<file path="src/rtl/rbcp_wb_pkg.sv">
// Shared types and constants for the RBCP-to-Wishbone bridge.
package rbcp_wb_pkg;

  typedef enum logic [1:0] {
    IDLE    = 2'd0,
    BUS     = 2'd1,
    BACKOFF = 2'd2
  } state_t;

  localparam logic [1:0] ERR_NONE    = 2'b00;
  localparam logic [1:0] ERR_SLAVE   = 2'b01;
  localparam logic [1:0] ERR_RETRY   = 2'b10;
  localparam logic [1:0] ERR_TIMEOUT = 2'b11;

  // Number of address bits that select a byte lane within one bus word.
  function automatic int lane_bits(input int data_w);
    return $clog2(data_w / 8);
  endfunction

endpackage

</file>
<file path="src/rtl/rbcp_wb_bridge_if.sv">
// Wishbone classic bus between the bridge (master) and the register fabric (slave).
interface rbcp_wb_bridge_if #(
  parameter int ADDR_W = 32,
  parameter int DATA_W = 32
);
  logic [ADDR_W-1:0]   wb_adr;
  logic [DATA_W-1:0]   wb_dat_o;
  logic [DATA_W-1:0]   wb_dat_i;
  logic                wb_cyc;
  logic                wb_stb;
  logic                wb_we;
  logic [DATA_W/8-1:0] wb_sel;
  logic                wb_ack;
  logic                wb_err;
  logic                wb_rty;

  modport master (
    output wb_adr, wb_dat_o, wb_cyc, wb_stb, wb_we, wb_sel,
    input  wb_dat_i, wb_ack, wb_err, wb_rty
  );

  modport slave (
    input  wb_adr, wb_dat_o, wb_cyc, wb_stb, wb_we, wb_sel,
    output wb_dat_i, wb_ack, wb_err, wb_rty
  );
endinterface

</file>
<file path="src/rtl/rbcp_wb_watchdog.sv">
// Transaction watchdog: reloads to TIMEOUT-1 on clr, counts down while en,
// and flags expiry once TIMEOUT enabled cycles have elapsed since the reload.
module rbcp_wb_watchdog #(
  parameter int TIMEOUT = 255
) (
  input  logic clk,
  input  logic rst,
  input  logic clr,
  input  logic en,
  output logic expire
);

  localparam int CW = (TIMEOUT > 1) ? $clog2(TIMEOUT + 1) : 1;

  logic [CW-1:0] cnt;

  always_ff @(posedge clk or posedge rst) begin
    if (rst) begin
      cnt <= '0;
    end else if (clr) begin
      cnt <= CW'(TIMEOUT - 1);
    end else if (en && cnt != '0) begin
      cnt <= cnt - 1'b1;
    end
  end

  assign expire = en && (cnt == '0);

endmodule

</file>
<file path="src/rtl/rbcp_wb_bridge.sv">
// Single-byte RBCP to Wishbone classic master with lane steering, retry and error status.
// Optional watchdog enabled by defining RBCP_WB_TIMEOUT_EN.
module rbcp_wb_bridge
  import rbcp_wb_pkg::*;
#(
  parameter int ADDR_W    = 32,
  parameter int DATA_W    = 32,
  parameter int MAX_RETRY = 3,
  parameter int TIMEOUT   = 255
) (
  input  logic                  clk,
  input  logic                  rst,
  input  logic                  rbcp_act,
  input  logic                  rbcp_we,
  input  logic                  rbcp_re,
  input  logic [31:0]           rbcp_addr,
  input  logic [7:0]            rbcp_wd,
  output logic [7:0]            rbcp_rd,
  output logic                  rbcp_ack,
  rbcp_wb_bridge_if.master      wb,
  output logic                  err_o,
  output logic [1:0]            err_code
);

  localparam int LB = lane_bits(DATA_W);
  localparam int LW = (LB > 0) ? LB : 1;
  localparam int NS = DATA_W / 8;
  localparam int RW = (MAX_RETRY > 0) ? $clog2(MAX_RETRY + 1) : 1;
  localparam logic [ADDR_W-1:0] ADR_MASK = ~(ADDR_W'((1 << LB) - 1));

  state_t          state, state_nxt;
  logic [ADDR_W-1:0] adr_q;
  logic [7:0]      wd_q;
  logic            we_q;
  logic [LW-1:0]   lane_q;
  logic [LW-1:0]   lane_in;
  logic [RW-1:0]   retry_cnt;
  logic            retry_ok;
  logic            capture;
  logic            expire;
  logic [7:0]      rd_byte;

  assign capture  = (state == IDLE) && (rbcp_we || rbcp_re);
  assign retry_ok = int'(retry_cnt) < MAX_RETRY;
  assign rd_byte  = wb.wb_dat_i[{lane_q, 3'b000} +: 8];

  generate
    if (LB > 0) begin : g_lane
      assign lane_in = rbcp_addr[LW-1:0];
    end else begin : g_no_lane
      assign lane_in = '0;
    end
  endgenerate

`ifdef RBCP_WB_TIMEOUT_EN
  // Runs through BACKOFF so retries cannot extend the overall access deadline.
  rbcp_wb_watchdog #(.TIMEOUT(TIMEOUT)) u_watchdog (
    .clk    (clk),
    .rst    (rst),
    .clr    (capture),
    .en     (state != IDLE),
    .expire (expire)
  );
`else
  assign expire = 1'b0;
`endif

  always_ff @(posedge clk or posedge rst) begin
    if (rst) begin
      state <= IDLE;
    end else begin
      state <= state_nxt;
    end
  end

  // A dropped rbcp_act overrides any slave response: the host has given up.
  always_comb begin
    state_nxt = state;
    unique case (state)
      IDLE: begin
        if (rbcp_we || rbcp_re) state_nxt = BUS;
      end
      BUS: begin
        if (!rbcp_act)                  state_nxt = IDLE;
        else if (wb.wb_ack || wb.wb_err) state_nxt = IDLE;
        else if (wb.wb_rty)             state_nxt = retry_ok ? BACKOFF : IDLE;
        else if (expire)                state_nxt = IDLE;
      end
      BACKOFF: begin
        state_nxt = rbcp_act ? BUS : IDLE;
      end
      default: state_nxt = IDLE;
    endcase
  end

  always_comb begin
    wb.wb_cyc   = (state == BUS);
    wb.wb_stb   = (state == BUS);
    wb.wb_we    = (state == BUS) && we_q;
    wb.wb_sel   = (state == BUS) ? (NS'(1) << lane_q) : '0;
    wb.wb_adr   = adr_q;
    wb.wb_dat_o = {NS{wd_q}};
  end

  always_ff @(posedge clk or posedge rst) begin
    if (rst) begin
      adr_q     <= '0;
      wd_q      <= '0;
      we_q      <= 1'b0;
      lane_q    <= '0;
      retry_cnt <= '0;
      rbcp_rd   <= 8'h00;
      rbcp_ack  <= 1'b0;
      err_o     <= 1'b0;
      err_code  <= ERR_NONE;
    end else begin
      rbcp_ack <= 1'b0;
      err_o    <= 1'b0;
      if (capture) begin
        adr_q     <= rbcp_addr[ADDR_W-1:0] & ADR_MASK;
        wd_q      <= rbcp_wd;
        we_q      <= rbcp_we;
        lane_q    <= lane_in;
        retry_cnt <= '0;
      end
      if (state == BUS && rbcp_act) begin
        if (wb.wb_ack) begin
          rbcp_ack <= 1'b1;
          if (!we_q) rbcp_rd <= rd_byte;
        end else if (wb.wb_err) begin
          err_o    <= 1'b1;
          err_code <= ERR_SLAVE;
        end else if (wb.wb_rty) begin
          if (retry_ok) begin
            retry_cnt <= retry_cnt + RW'(1);
          end else begin
            err_o    <= 1'b1;
            err_code <= ERR_RETRY;
          end
        end else if (expire) begin
          err_o    <= 1'b1;
          err_code <= ERR_TIMEOUT;
        end
      end
    end
  end

endmodule

</file>
<file path="src/flat_wrapper.sv">
// flat-port wrapper written by rule: the top's interface ports become plain ports
module rbcp_wb_bridge_flat import rbcp_wb_pkg::*;
#(
  parameter int ADDR_W    = 32,
  parameter int DATA_W    = 32,
  parameter int MAX_RETRY = 3,
  parameter int TIMEOUT   = 255
)
  (clk, rst, rbcp_act, rbcp_we, rbcp_re, rbcp_addr, rbcp_wd, rbcp_rd, rbcp_ack, err_o, err_code, wb_wb_adr, wb_wb_dat_o, wb_wb_cyc, wb_wb_stb, wb_wb_we, wb_wb_sel, wb_wb_dat_i, wb_wb_ack, wb_wb_err, wb_wb_rty);
  rbcp_wb_bridge_if #(.ADDR_W(ADDR_W), .DATA_W(DATA_W)) wb_i ();
  input  logic clk;
  input  logic rst;
  input  logic rbcp_act;
  input  logic rbcp_we;
  input  logic rbcp_re;
  input  logic [31:0] rbcp_addr;
  input  logic [7:0] rbcp_wd;
  output logic [7:0] rbcp_rd;
  output logic rbcp_ack;
  output logic err_o;
  output logic [1:0] err_code;
  output wire logic [$bits(wb_i.wb_adr)-1:0] wb_wb_adr;
  output wire logic [$bits(wb_i.wb_dat_o)-1:0] wb_wb_dat_o;
  output wire logic [$bits(wb_i.wb_cyc)-1:0] wb_wb_cyc;
  output wire logic [$bits(wb_i.wb_stb)-1:0] wb_wb_stb;
  output wire logic [$bits(wb_i.wb_we)-1:0] wb_wb_we;
  output wire logic [$bits(wb_i.wb_sel)-1:0] wb_wb_sel;
  input wire logic [$bits(wb_i.wb_dat_i)-1:0] wb_wb_dat_i;
  input wire logic [$bits(wb_i.wb_ack)-1:0] wb_wb_ack;
  input wire logic [$bits(wb_i.wb_err)-1:0] wb_wb_err;
  input wire logic [$bits(wb_i.wb_rty)-1:0] wb_wb_rty;
  assign wb_wb_adr = wb_i.wb_adr;
  assign wb_wb_dat_o = wb_i.wb_dat_o;
  assign wb_wb_cyc = wb_i.wb_cyc;
  assign wb_wb_stb = wb_i.wb_stb;
  assign wb_wb_we = wb_i.wb_we;
  assign wb_wb_sel = wb_i.wb_sel;
  assign wb_i.wb_dat_i = wb_wb_dat_i;
  assign wb_i.wb_ack = wb_wb_ack;
  assign wb_i.wb_err = wb_wb_err;
  assign wb_i.wb_rty = wb_wb_rty;
  rbcp_wb_bridge #(.ADDR_W(ADDR_W), .DATA_W(DATA_W), .MAX_RETRY(MAX_RETRY), .TIMEOUT(TIMEOUT)) u_core (.clk(clk), .rst(rst), .rbcp_act(rbcp_act), .rbcp_we(rbcp_we), .rbcp_re(rbcp_re), .rbcp_addr(rbcp_addr), .rbcp_wd(rbcp_wd), .rbcp_rd(rbcp_rd), .rbcp_ack(rbcp_ack), .wb(wb_i), .err_o(err_o), .err_code(err_code));
endmodule
</file>
<file path="config.mk">
export PLATFORM = sky130hd
export DESIGN_NAME = rbcp_wb_bridge_flat
export DESIGN_NICKNAME = d
export VERILOG_FILES = /design/src/rtl/rbcp_wb_pkg.sv /design/src/rtl/rbcp_wb_bridge_if.sv /design/src/rtl/rbcp_wb_watchdog.sv /design/src/rtl/rbcp_wb_bridge.sv /design/src/flat_wrapper.sv
export SDC_FILE = /design/constraint.sdc
export NUM_CORES = 1
export LEC_CHECK = 0
export ABC_AREA = 1
export BUFFER_PORTS_ARGS = -buffer_cell sky130_fd_sc_hd__buf_2
export CAP_MARGIN = 10
export CORE_ASPECT_RATIO = 0.8
export CORE_UTILIZATION = 39
export DETAILED_ROUTE_END_ITERATION = 6
export PLACE_DENSITY = 0.84
export RECOVER_POWER = 50
export REMOVE_ABC_BUFFERS = 1
export SYNTH_ARGS = -nofsm -noshare
export SYNTH_HDL_FRONTEND = slang
export SYNTH_SLANG_ARGS = --single-unit
</file>
<file path="constraint.sdc">
create_clock -name clk -period 1.62 [get_ports clk]
set_clock_uncertainty 0.1 [all_clocks]
set_input_delay 0.162 -clock clk [delete_from_list [all_inputs] [get_ports clk]]
set_output_delay 0.162 -clock clk [all_outputs]
set_load 0.03 [all_outputs]
</file>
# After elaboration in Yosys (flattened, before gate mapping)
# Index checks and enable logic that the tools add are counted.
op_classes:
  n_addsub: 1
  magnitude_cmp: 1
  eq_ne: 5
  n_shift: 2
  mux: 24
  bitwise_logic: 2
  reduce_logical: 10
ops:
  columns: ["cell", "n"]
  rows:
  - ["$shiftx 32x6->8", 1]
  - ["$mux 2", 14]
  - ["$mux 1", 8]
  - ["$pmux 2 s3", 1]
  - ["$mux 4", 1]
  - ["$ne 2x2->1 const B", 2]
  - ["$ne 4x2->1 const B", 1]
  - ["$reduce_and 4->1", 1]
  - ["$shl 1x2->4 const A", 1]
  - ["$logic_and 1x1->1", 3]
  - ["$reduce_and 3->1", 1]
  - ["$add 2x1->2 const B", 1]
  - ["$eq 2x1->1 const B", 1]
  - ["$eq 2x2->1 const B", 1]
  - ["$logic_not 2->1", 1]
  - ["$logic_or 1x1->1", 2]
  - ["$lt 2x2->1 const B", 1]
  - ["$not 1->1", 2]
  - ["$reduce_and 2->1", 1]
  - ["$reduce_bool 2->1", 1]
word_totals:
  regBits: 57
  input_bits: 80
  out_inout_bits: 83
  wordCells: 55

# Logic depth before layout (Yosys ltp)
depth:
  depth_word: 8
  mapped_depth: 8
  ltp_nobuf: 8

# Worst setup path before layout
# OpenSTA, ideal clock, no wires.
synth_timing:
  path_kind: "register -> output"
  start: "reg u_core.lane_q[1]"
  end: "out wb_wb_sel[2]"
  arrival_time_ps: 1388
  required_ps: 1358
  slack_ps: -30
  stages_incl_launch_ff: 5
  path_buffers: 2
  cell_sequence: "dfrtp_1 > buf_4 > inv_2 > buf_4 > nor3_1"
synth_between:
  elab_chain_cells: 2
synth_rtl:
  columns: ["item", "line_no", "source"]
  rows:
  - ["start, declared", "rbcp_wb_bridge.sv:35", "logic [LW-1:0] lane_q;"]
  - ["start signal, assigned", "rbcp_wb_bridge.sv:123", "lane_q <= lane_in;"]
  - ["$shl 1x2->4", "rbcp_wb_bridge.sv:100", "wb.wb_sel = (state == BUS) ? (NS'(1) << lane_q) : '0;"]
  - ["$mux 4", "rbcp_wb_bridge.sv:100", null]
  - ["end, declared", "flat_wrapper.sv:27", "output wire logic [$bits(wb_i.wb_sel)-1:0] wb_wb_sel;"]
# No other way between the ends.

# Final worst setup path
layout_timing:
  start: "reg u_core.lane_q[0]"
  end: "out wb_wb_sel[0]"
# The elaborated chain is that of the path after synthesis.

==> flow_metrics.py <==
metrics = {
    "worst_setup_path": {
        "worst_ep_required_time_ps": 1360,
        "cp_common_cell": "buf_4",
        "crit_slowest_cell": "dfrtp_1",
        "path_class": "flip-flop to primary output",
        "critPathArrivalTime_ps": 1340,
        "path_max_fanout": 18,
        "crit_chain": "buf_4 -> nor3_1 -> buf_4",
        "end_kind": "primary output",
        "cp-start-kind": "flip-flop",
        "max_stage_delay_ps": 380,
    },
    "timing": {
        "worst_slew_pin_slew_ps": 531,
        "fin_crit_sh_pct": 98.9,
        "relSlewSlack_pct": 64.5,
        "setup_violations": 0,
        "report.final.slew_viol_count": 0,
        "hold_violations": 0,
        "fin_ws_ps": 17.6,
        "fmax_ghz": 0.624,
        "min_period_ps": 1600,
        "whs_ps": 5.24,
    },
    "routing": {
        "firstDrtPassIters": 5,
        "drt-total-wl_um": 7060,
        "via_count": 2749,
        "via_per_inst": 4.54,
        "drt-initial-drc-count": 89,
        "remaining_drc_errors": 0,
        "ant_nets": 0,
        "wire_per_inst_um": 11.7,
    },
    "global_route": {
        "first_global_vias": 2548,
        "grt_util_met1_pct": 23.6,
        "grt_max_degree": 36,
        "antenna_found_initial": 0,
        "gr-total-overflow": 0,
        "gr-usage-met3_pct": 5.65,
        "grt_pass1_wl_um": 11500,
        "grtUsageTotal_pct": 20.1,
        "met2_usage_pct": 35.3,
        "top_usage_layer": "met2",
    },
    "power_and_ir_drop": {
        "power_leakage_nw": 2.18,
        "peakVddDrop_mv": 0.677,
        "combinationalPowerShare_pct": 45.5,
        "power.share.sequential_pct": 35.5,
        "switching_power_mw": 2.64,
        "power.internal_mw": 3.08,
        "p_total_mw": 5.72,
        "p_per_area_mw_per_mm2": 1430,
        "p_sw_share_pct": 46.1,
        "clockPowerShare_pct": 19.0,
    },
    "placement": {
        "gp_congestion": 0.819,
        "dp_hpwl_um": 4710,
        "dp_slack_ps": 148,
        "portBuffers": 160,
        "postPlaceCellArea_mm2": 0.00343,
    },
    "layout": {
        "final_util_pct": 58.3,
        "fin_nets": 595,
        "final_cell_area_mm2": 0.00400,
        "diodes": 0,
        "fill_cells": 632,
        "area_growth_pct": 44.6,
        "drive_gt1_share_pct": 29.0,
    },
    "cts": {
        "root_buffer": "clkbuf_8",
        "h-tree-depth": 3,
        "post_cts_buffers": 0,
        "cts_tree": "done",
        "cts_buffers": 9,
        "clkSinkCount": 57,
        "path_clk_slew_ps": 60,
        "clock_latency_ps": 310,
        "clock_path_buffers": 2,
    },
    "synthesis": {
        "synth_cell_type_count": 24,
        "synthCells": 335,
        "synth_seq_cells": 57,
        "ys_warn_count": 0,
        "synth_area_mm2": 0.00276,
        "ys_seq_area_share_pct": 51.6,
        "synth_area_per_cell_um2": 8.25,
    },
    "floorplan": {
        "ios": 163,
        "die_area_mm2": 0.00743,
        "initial_core_util_pct": 40.3,
        "die_w_um": 96.1,
        "die_height_um": 77.3,
        "core_mm2": 0.00686,
        "fp-row-count": 27,
    },
    "hold_path": {
        "hold_path_class": "input port to flip-flop",
    },
    "run": {
        "maxCapViolCount": 0,
    },
    "run_status": {
        "outcome": "completed",
    },
}
[Yosys cell counts, drive strengths merged]
| cell | count | area (µm²) |
|---|---|---|
| nand2 | 159 | 604 |
| dfrtp | 57 | 1430 |
| o21ai | 4 | 31.3 |
| buf | 41 | 314 |
| nor3 | 5 | 25.0 |
| nand3 | 35 | 188 |
| o211ai | 1 | 7.51 |
| inv | 13 | 51.3 |
| clkinv | 1 | 5.00 |
| ha | 1 | 12.5 |
| nor2 | 8 | 40.0 |
| a21oi | 1 | 5.00 |
| nand4 | 8 | 50.1 |
| conb | 1 | 3.75 |
[path summary, 6_finish.rpt]
path,startpoint,endpoint,slack (ps),cells past startpoint
max in group asynchronous,rst,u_core.lane_q[0],530,4
min in group asynchronous,rst,u_core.rbcp_rd[0],340,3
setup reg to reg,u_core.state[0],u_core.wb.wb_adr[23],160,6
setup / recovery,u_core.lane_q[0],wb_wb_sel[0],20,3
hold / removal,rbcp_act,u_core.state[0],5,3
hold reg to reg,u_core.wb.wb_adr[10],u_core.wb.wb_adr[10],380,2
[cell type report]
| cell class | count | area, µm² | area share, % |
|---|---|---|---|
| Clock buffer | 11 | 141 | 3.54 |
| Clock inverter | 4 | 20.0 | 0.501 |
| Inverter | 14 | 56.3 | 1.41 |
| Multi-Input combinational cell | 224 | 982 | 24.6 |
| Sequential cell | 57 | 1430 | 35.7 |
| Tap cell | 87 | 109 | 2.72 |
| Timing Repair Buffer | 208 | 1260 | 31.6 |
[cells by family after synthesis]
| kind of cell | Yosys count | synth area share, % |
|---|---|---|
| other | 1 | 0.136 |
| buffers and inverters | 55 | 13.4 |
| adder cells (fa/ha/maj) | 1 | 0.453 |
| AO/OA/AOI/OAI | 6 | 1.58 |
| AND/OR/NAND/NOR | 215 | 32.8 |
| flip-flops | 57 | 51.6 |
[layer usage]
metal	share of wire [%]	wire [µm]
met1	42	2990
met5	0	0
met4	0.92	65
met2	52	3660
met3	5.0	350
[power groups by stage]
stage	Sequential [mW]	Clock, mW	Combinational, mW
2_1_floorplan	3.07	0	0.661
3_3_place_gp	2.02	0	2.52
3_5_place_dp	2.04	0	2.56
4_1_cts	2.02	1.14	2.66
5_1_grt	2.08	1.21	2.81
6_report	2.03	1.09	2.60
[per-stage QoR]
stage                     TNS, ps  instances
final                           0        605
after global routing        -75.0        605
after floorplan             -2900        295
after CTS                       0        605
after detailed placement        0        547
after global placement          0        547
[worst max-delay path: cells and delay by family, from the launching register on]
family	cells	cell delay [ps]
and+or+nand+nor	1	230
buffers and inverters	2	410
DFF	1	380
[timing repair]
action	CTS	global route
endpoints found under the hold margin	66	0
gates resized for setup	6	7
pin swaps	0	0
hold buffers	43	0
setup endpoints to repair	5	5
[state kept, by name, indices dropped and copies added (netlist names), 2 cells and up]
name,flops
u_core.state,2
u_core.wd_q,8
u_core.err_code,2
u_core.retry_cnt,2
u_core.wb.wb_adr,30
u_core.lane_q,2
u_core.rbcp_rd,8
[cells in the final DEF (no fill, tap or decap)]
master         count
nand4_1            8
dfrtp_1           57
inv_4              1
nand3_1           35
nor2_1             6
clkbuf_8          10
nor2_2             1
nor3_2             1
o211ai_1           1
buf_6              2
o21ai_0            1
nor3_1             3
conb_1             2
dlygate4sd3_1     43
buf_12             2
inv_2              4
nor3_4             1
ha_1               1
a21oi_1            1
o21ai_4            1
clkinv_2           5
nand2_4            2
clkbuf_1          43
o21ai_1            2
nand2_1          157
inv_1              8
buf_4              6
nor2_4             1
buf_2            113
No activity file was read; power rests on OpenSTA's default activity.
